--- config.mk ---
export PLATFORM = sky130hd
export DESIGN_NAME = life_field_reader_flat
export DESIGN_NICKNAME = d
export VERILOG_FILES = /design/src/rtl/life_field_reader_if.sv /design/src/rtl/life_field_reader.sv /design/src/flat_wrapper.sv
export SDC_FILE = /design/constraint.sdc
export NUM_CORES = 1
export LEC_CHECK = 0
export CORE_ASPECT_RATIO = 0.6
export CORE_UTILIZATION = 52
export CTS_CLUSTER_SIZE = 16
export DETAILED_ROUTE_END_ITERATION = 10
export PLACE_DENSITY = 0.84
export SLEW_MARGIN = 20
export SYNTH_ARGS = -nofsm -noshare
export SYNTH_HDL_FRONTEND = slang
export SYNTH_SLANG_ARGS = --single-unit
--- constraint.sdc ---
create_clock -name clk -period 4.3 [get_ports clk]
set_clock_uncertainty 0.15 [all_clocks]
set_input_delay 0.43 -clock clk [delete_from_list [all_inputs] [get_ports clk]]
set_output_delay 0.43 -clock clk [all_outputs]
set_load 0.05 [all_outputs]
--- src/rtl/life_field_reader_if.sv ---
// Row-streaming bus between the Game-of-Life field reader and its requester.
// master: drives field/start/row_ready; slave: the reader itself.
interface life_field_reader_if #(
  parameter int SIZE = 10
);
  localparam int IDX_W = (SIZE > 1) ? $clog2(SIZE) : 1;
  localparam int POP_W = $clog2(SIZE * SIZE + 1);

  logic [SIZE*SIZE-1:0] field;
  logic                 start;
  logic                 busy;
  logic                 row_valid;
  logic                 row_ready;
  logic [SIZE-1:0]      row_data;
  logic [IDX_W-1:0]     row_index;
  logic                 done;
  logic [POP_W-1:0]     population;

  modport master (
    output field, start, row_ready,
    input  busy, row_valid, row_data, row_index, done, population
  );

  modport slave (
    input  field, start, row_ready,
    output busy, row_valid, row_data, row_index, done, population
  );
endinterface

--- src/rtl/life_field_reader.sv ---
// Snapshots the life field on start and streams it out one row per valid/ready
// transfer, reporting the live-cell population once the last row is accepted.
module life_field_reader #(
  parameter int SIZE = 10
) (
  input  logic               clk,
  input  logic               rst_n,
  life_field_reader_if.slave bus
);
  localparam int IDX_W = (SIZE > 1) ? $clog2(SIZE) : 1;
  localparam int POP_W = $clog2(SIZE * SIZE + 1);

  localparam logic [0:0] ST_IDLE = 1'b0;
  localparam logic [0:0] ST_SEND = 1'b1;

  logic [0:0]           r_state;
  logic [SIZE*SIZE-1:0] r_snapshot;
  logic [SIZE-1:0]      r_row_data;
  logic [IDX_W-1:0]     r_row_index;
  logic [POP_W-1:0]     r_acc;
  logic [POP_W-1:0]     r_population;
  logic                 r_done;

  logic                 w_send;
  logic                 w_last;
  logic [IDX_W-1:0]     w_next_index;
  logic [SIZE*SIZE-1:0] w_shifted;
  logic [POP_W-1:0]     w_row_pop;
  logic [POP_W-1:0]     w_sum;

  assign w_send       = (r_state == ST_SEND);
  assign w_last       = (r_row_index == IDX_W'(SIZE - 1));
  assign w_next_index = r_row_index + IDX_W'(1);
  // Rows are read from the snapshot only, so the core may step mid-scan.
  assign w_shifted    = r_snapshot >> (SIZE * int'(w_next_index));
  assign w_sum        = r_acc + w_row_pop;

  always_comb begin
    w_row_pop = '0;
    for (int i = 0; i < SIZE; i++) begin
      w_row_pop = w_row_pop + POP_W'(r_row_data[i]);
    end
  end

  always_ff @(posedge clk or negedge rst_n) begin
    if (!rst_n) begin
      r_state      <= ST_IDLE;
      r_snapshot   <= '0;
      r_row_data   <= '0;
      r_row_index  <= '0;
      r_acc        <= '0;
      r_population <= '0;
      r_done       <= 1'b0;
    end else begin
      r_done <= 1'b0;
      case (r_state)
        ST_IDLE: begin
          if (bus.start) begin
            r_state     <= ST_SEND;
            r_snapshot  <= bus.field;
            r_row_index <= '0;
            r_row_data  <= bus.field[SIZE-1:0];
            r_acc       <= '0;
          end
        end
        ST_SEND: begin
          // row_valid is always high in SEND, so ready alone completes a transfer.
          if (bus.row_ready) begin
            r_acc <= w_sum;
            if (w_last) begin
              r_state      <= ST_IDLE;
              r_population <= w_sum;
              r_done       <= 1'b1;
            end else begin
              r_row_index <= w_next_index;
              r_row_data  <= w_shifted[SIZE-1:0];
            end
          end
        end
        default: r_state <= ST_IDLE;
      endcase
    end
  end

  assign bus.busy       = w_send;
  assign bus.row_valid  = w_send;
  assign bus.row_data   = r_row_data;
  assign bus.row_index  = r_row_index;
  assign bus.done       = r_done;
  assign bus.population = r_population;
endmodule

--- src/flat_wrapper.sv ---
// flat-port wrapper written by rule: the top's interface ports become plain ports
module life_field_reader_flat 
#(
  parameter int SIZE = 10
)
  (clk, rst_n, bus_field, bus_start, bus_row_ready, bus_busy, bus_row_valid, bus_row_data, bus_row_index, bus_done, bus_population);
  life_field_reader_if #(.SIZE(SIZE)) bus_i ();
  input  logic clk;
  input  logic rst_n;
  input wire logic [$bits(bus_i.field)-1:0] bus_field;
  input wire logic [$bits(bus_i.start)-1:0] bus_start;
  input wire logic [$bits(bus_i.row_ready)-1:0] bus_row_ready;
  output wire logic [$bits(bus_i.busy)-1:0] bus_busy;
  output wire logic [$bits(bus_i.row_valid)-1:0] bus_row_valid;
  output wire logic [$bits(bus_i.row_data)-1:0] bus_row_data;
  output wire logic [$bits(bus_i.row_index)-1:0] bus_row_index;
  output wire logic [$bits(bus_i.done)-1:0] bus_done;
  output wire logic [$bits(bus_i.population)-1:0] bus_population;
  assign bus_i.field = bus_field;
  assign bus_i.start = bus_start;
  assign bus_i.row_ready = bus_row_ready;
  assign bus_busy = bus_i.busy;
  assign bus_row_valid = bus_i.row_valid;
  assign bus_row_data = bus_i.row_data;
  assign bus_row_index = bus_i.row_index;
  assign bus_done = bus_i.done;
  assign bus_population = bus_i.population;
  life_field_reader #(.SIZE(SIZE)) u_core (.clk(clk), .rst_n(rst_n), .bus(bus_i));
endmodule
# Word level (Yosys, flattened, before mapping)
# Cells that the tools add are included.
# W data, S select, Z words.
dict set report totals {
  reg_bits 130
  input_bits 104
  out_inout_bits 24
  word_cells 47
}
dict set report op_classes {
  n_addsub 11
  multipliers 1
  n_eq_ne 4
  shifts 1
  n_mux 18
  bitwise 1
  n_reduce_logical 4
}
# operator n
set op_table {}
lappend op_table {{$shr A100 B32 Y10} 1}
lappend op_table {{$add A7 B1 Y7} 8}
lappend op_table {{$mux W10} 3}
lappend op_table {{$pmux W10 S2} 1}
lappend op_table {{$mux W7} 2}
lappend op_table {{$pmux W7 S2} 1}
lappend op_table {{$mux W4} 3}
lappend op_table {{$pmux W4 S2} 1}
lappend op_table {{$add A7 B7 Y7} 1}
lappend op_table {{$mul A3 B4 Y7 const A} 1}
lappend op_table {{$mux W1} 6}
lappend op_table {{$ne A2 B2 Y1 const B} 3}
lappend op_table {{$reduce_and A3 Y1} 2}
lappend op_table {{$add A4 B1 Y4 const B} 1}
lappend op_table {{$eq A4 B4 Y1 const B} 1}
lappend op_table {{$reduce_and A2 Y1} 2}
lappend op_table {{$add A1 B1 Y2} 1}
lappend op_table {{$pmux W1 S2} 1}
lappend op_table {{$not A1 Y1} 1}

# Logic depth before layout (Yosys ltp)
# Gate-level depths: netlist of run 1.
dict set report depth {
  word_depth 12
  mapped_depth 14
}

# Least setup slack after synthesis of run 1
# OpenSTA, ideal clock, no wires.
dict set report synth_path {
  path_kind {reg2reg}
  startpoint {register u_core.r_row_data[1] (netlist: u_core.bus.row_data[1])}
  endpoint {register u_core.r_population[4] (netlist: u_core.bus.population[4])}
  t_arrival_ns 3.684
  required_time_ns 4.025
  path_slack_ns 0.342
  path_stages_with_launch 15
  path_buffers 0
  synth_period_minus_slack_ns 3.958
  path_cell_list {dfrtp_1 ha_1 inv_1 fa_1 fa_1 fa_1 inv_1 ha_1 inv_1 fa_1 nor2b_1 o21ai_0 nor2b_1 xnor2_1 mux2_2}
}
dict set report synth_between {
  elab_chain_cells 10
}
# element line
set synth_rtl {}
lappend synth_rtl {{start: declaration} life_field_reader.sv:18} ;# logic [SIZE-1:0] r_row_data;
lappend synth_rtl {{start signal: assignment} life_field_reader.sv:62} ;# r_row_data <= bus.field[SIZE-1:0];
lappend synth_rtl {{start signal: assignment} life_field_reader.sv:76} ;# r_row_data <= w_shifted[SIZE-1:0];
lappend synth_rtl {{$add A1 B1 Y2} life_field_reader.sv:41} ;# w_row_pop = w_row_pop + POP_W'(r_row_data[i]);
lappend synth_rtl {{$add A7 B1 Y7 (8 in series)} life_field_reader.sv:41}
lappend synth_rtl {{$add A7 B7 Y7} life_field_reader.sv:36} ;# assign w_sum = r_acc + w_row_pop;
lappend synth_rtl {{end signal: assignment} life_field_reader.sv:72} ;# r_population <= w_sum;
lappend synth_rtl {{end: declaration} life_field_reader.sv:21} ;# logic [POP_W-1:0] r_population;
# Every way passes these cells.
# A chain may end at the register's enable or synchronous reset.

# Worst setup path in the final report of run 1
dict set report layout_path {
  startpoint {register u_core.r_row_data[0] (netlist: u_core.bus.row_data[0])}
  endpoint {register u_core.r_population[4] (netlist: u_core.bus.population[4])}
}
# The elaborated chain is that of the path after synthesis.

==> results.yml, run 1 <==
worst_setup_path:
  end_kind: "register"
  cp-start-kind: "register"
  crit_start: "u_core.bus.row_data[0]"
  crit_path_frequent_cell: "fa_1"
  path_max_fanout: 3
  path_class: "reg2reg"
  arrival_ns: 4.03
  r2r_slack_ns: 0.43
  required_ns: 4.45
  reg2regPathDepth: 14
  crit_path_cell_trace: "ha_1, inv_1, fa_1, fa_1, fa_1, inv_1, ha_1, inv_1, fa_1, nor2b_1, o21ai_0, nor2b_1, xnor2_1, mux2_2"
  cp_slowest_cell: "fa_1"
  crit_path_end: "u_core.bus.population[4]"
  regToRegEndpoint: "u_core.bus.population[4]"
  critical_path.max_stage_delay_ns: 0.53
  r2r-start: "u_core.bus.row_data[0]"
floorplan:
  die_w_microns: 143.3
  die_h_microns: 86.78
  die_area_sq_um: 12440
  core_area_sq_um: 11490
  rows: 30
  io_pins: 128
  start_util: 0.5424
detailed_routing:
  drt-total-wl_microns: 16940
  viasPerCell: 5.504
  ant_nets: 0
  drtIter0Drc: 423
  via_count: 5245
  drtPass1Iterations: 5
  drc: 0
  wl_per_cell_microns: 17.78
power:
  peakVddDrop_uv: 435.5
  p_total_uw: 7224
  cellPowerDensity_nw_per_um2: 881.3
  p_leak_uw: 0.003961
yosys:
  syn_nets: 787
  synth-edff-count: 0
  syn_area_sq_um: 6230
  post_synth_num_cell_types: 41
  ys_warn_count: 0
  ys.flop_type: "dfrtp_1"
  synth-async-reset-ratio: 1.000
  synth_top_area_frac: 0.5222
  synth.most_common_cell: "nand2_1"
  synth_top_cell_by_area: "dfrtp_1"
  synth_area_leaders: "dfrtp_1 52%, nand2_1 19%, mux4_2 7.2%"
  ys_ff_latch: 130
  synth_cells: 664
  yosysSeqAreaShare: 0.5222
  syn_avg_cell_area_sq_um: 9.382
  synthTopCellsByCount: "320 x nand2_1, 130 x dfrtp_1, 29 x o21ai_0"
grt:
  antenna_found_initial: 0
  overflow: 0
  grtUsageTotal: 0.2943
  grt_pass1_wl_microns: 27040
  first_global_vias: 5227
  grt_max_degree: 83
timing:
  setup_viol: 0
  fin_crit_sh: 0.9006
  slew_violations: 0
  min_period_ns: 3.873
  holdWs_ns: 0.3208
  tightest_slew_ns: 1.063
  maxSlewHeadroom: 0.2914
  max_freq_mhz: 258.2
  grt_setup_unrepaired: "false"
  setup_tns_ns: 0
  final_hold_viol_count: 0
outcome:
  outcome: "finished clean"
clock_network:
  htree_levels: 4
  clk_pin_slew_worst_paths_ns: 0.05
  postCtsResizedCells: 0
  cts.path.max_buffers: 2
  clock-sinks: 130
  cts_inserted_buffers: 17
  worstSkewPairLatency_ns: 0.43
  cts_tree: "yes"
  cts-root-buf: "clkbuf_16"
cells_and_area:
  synthToLayoutAreaGrowth_pct: 31.57
  n_antenna_cell: 0
  postLayoutCellArea_sq_um: 8197
  layout.nets: 903
  layoutNonFillerInstCount: 953
  drive_gt1_frac: 0.09710
placed_design:
  gp_congestion: 0.8794
  dp_hpwl_microns: 11560
  place_area_sq_um: 7585
  numPortBuffers: 127
  placedCellCount: 920
hold_path:
  hold_class: "reg2reg"
run:
  max_cap_viol_count: 0
layout by cell type (no fill, tap or decap), types with 2 or more instances in the layout:
cell type	synthesis	layout
or3_1	11	11
a21o_1	2	2
o21ai_0	29	29
clkbuf_8	0	3
bufinv_16	0	2
clkdlybuf4s50_1	0	126
clkinv_4	0	2
nand2_1	320	319
mux4_2	20	20
buf_4	3	5
mux2_2	11	11
ha_1	13	13
a22oi_1	10	10
a22o_1	3	3
nor3_1	2	2
nor2_1	4	4
clkbuf_16	0	17
fa_1	6	6
nand3_1	5	5
clkinv_2	0	3
dfrtp_1	130	129
inv_1	20	20
a211oi_1	2	2
clkinvlp_4	0	4
o31ai_1	2	2
xor2_1	2	2
nor2b_1	2	2
a21oi_1	14	14
xnor2_1	3	3
area by class of cell:
cell class / count / area (sq um)
clock buffer: 20 / 466.7
clock inverter: 12 / 131.4
fill: 830 / 3289
inverter: 20 / 75.07
multi-input combinational: 478 / 2749
sequential: 130 / 3254
tap: 160 / 200.2
timing repair buffer: 133 / 1320
registers in the layout, summed over array words and instances, names as in the netlist:
name	flops
u_core.bus.population	7
u_core.r_acc	7
u_core.bus.busy	1
u_core.bus.row_data	10
u_core.bus.done	1
u_core.r_snapshot	100
u_core.bus.row_index	4
through the flow:
stage               setup slack, ns    util
floorplan                    0.3418       -
global placement             0.5394  0.6603
detailed placement           0.4437  0.6603
CTS                          0.4435  0.7124
global route                 0.2490  0.7136
finish                       0.4273  0.7136
report_power, final:
| part | leakage (uW) | internal (uW) | total, uW | switching [uW] |
|---|---|---|---|---|
| registers | 0.00163 | 1800 | 2170 | 374 |
| clock network | 0.000284 | 898 | 1450 | 556 |
| logic | 0.00205 | 1480 | 3600 | 2120 |
| total | 0.00396 | 4180 | 7220 | 3050 |
how the worst min path moves through the flow:
stage	startpoint	end	slack [ns]	depth (start not counted)
floorplan	rst_n	u_core.bus.busy	-0.02	0
global placement	u_core.r_snapshot[10]	u_core.r_snapshot[10]	0.30	2
detailed placement	u_core.r_snapshot[57]	u_core.r_snapshot[57]	0.31	2
CTS	rst_n	u_core.r_snapshot[80]	0.08	1
global route	u_core.r_snapshot[65]	u_core.r_snapshot[65]	0.34	2
finish	u_core.r_snapshot[52]	u_core.r_snapshot[52]	0.32	2
critical path: cells and delay by family (launching register included):
| family | cells | cell delay, ns |
|---|---|---|
| muxes | 1 | 0.27 |
| adders and majority gates | 6 | 2.23 |
| and+or+nand+nor | 2 | 0.29 |
| AOI/OAI and AO/OA | 1 | 0.10 |
| xor gates and xnor gates | 1 | 0.14 |
| buffers and inverters | 3 | 0.19 |
| DFF | 1 | 0.40 |
logic make-up (layout without fill, tap and decap cells):
kind of cell / after synthesis / in the layout / synth area share
AOI/OAI and AO/OA: 69 / 69 / 0.06789
xor gates and xnor gates: 5 / 5 / 0.007031
adders and majority gates: 19 / 19 / 0.04539
buffers and inverters: 56 / 185 / 0.03816
DFF: 130 / 130 / 0.5222
muxes: 32 / 32 / 0.09379
and+or+nand+nor: 353 / 353 / 0.2255
per-layer routing:
metal	up-vias	global-route usage	wire [microns]
met5	-	0	0
met2	279	0.4634	7616
li1	2401	-	-
met3	37	0.06685	1461
met4	0	0.1074	378
met1	2528	0.4048	7486
repair_timing:
item,4_1_cts,5_1_grt
hold endpoints to repair,0,46
buffers inserted,0,0
endpoints found under the setup margin,0,0
hold buffers,0,1
No activity file was read; power rests on OpenSTA's default activity.
==> run 2, diff against run 1 <==
--- a/config.mk
+++ b/config.mk
@@ -9,6 +9,7 @@
 export CORE_UTILIZATION = 52
 export CTS_CLUSTER_SIZE = 16
 export DETAILED_ROUTE_END_ITERATION = 10
+export HOLD_SLACK_MARGIN = 0.12
 export PLACE_DENSITY = 0.84
 export SLEW_MARGIN = 20
 export SYNTH_ARGS = -nofsm -noshare
==> results of run 2 <==
Final layout, timing and power as in run 1 (identical DEF).
Among the figures that moved: number of hold buffers added after CTS 0 -> 1; wire length of the first global-routing pass 27040 microns -> 27070 microns; via count of the first global-routing pass 5227 -> 5239; overall routing resource usage 0.2943 -> 0.2946; met2 usage 0.4634 -> 0.4643
==> run 3, diff against run 2 <==
--- a/config.mk
+++ b/config.mk
@@ -15,3 +15,4 @@
 export SYNTH_ARGS = -nofsm -noshare
 export SYNTH_HDL_FRONTEND = slang
 export SYNTH_SLANG_ARGS = --single-unit
+export TNS_END_PERCENT = 100
==> results of run 3 <==
Final layout, timing and power as in run 1 (identical DEF).
Among the figures that moved: number of hold buffers added after CTS 0 -> 1; wire length of the first global-routing pass 27040 microns -> 27070 microns; via count of the first global-routing pass 5227 -> 5239; overall routing resource usage 0.2943 -> 0.2946; met2 usage 0.4634 -> 0.4643
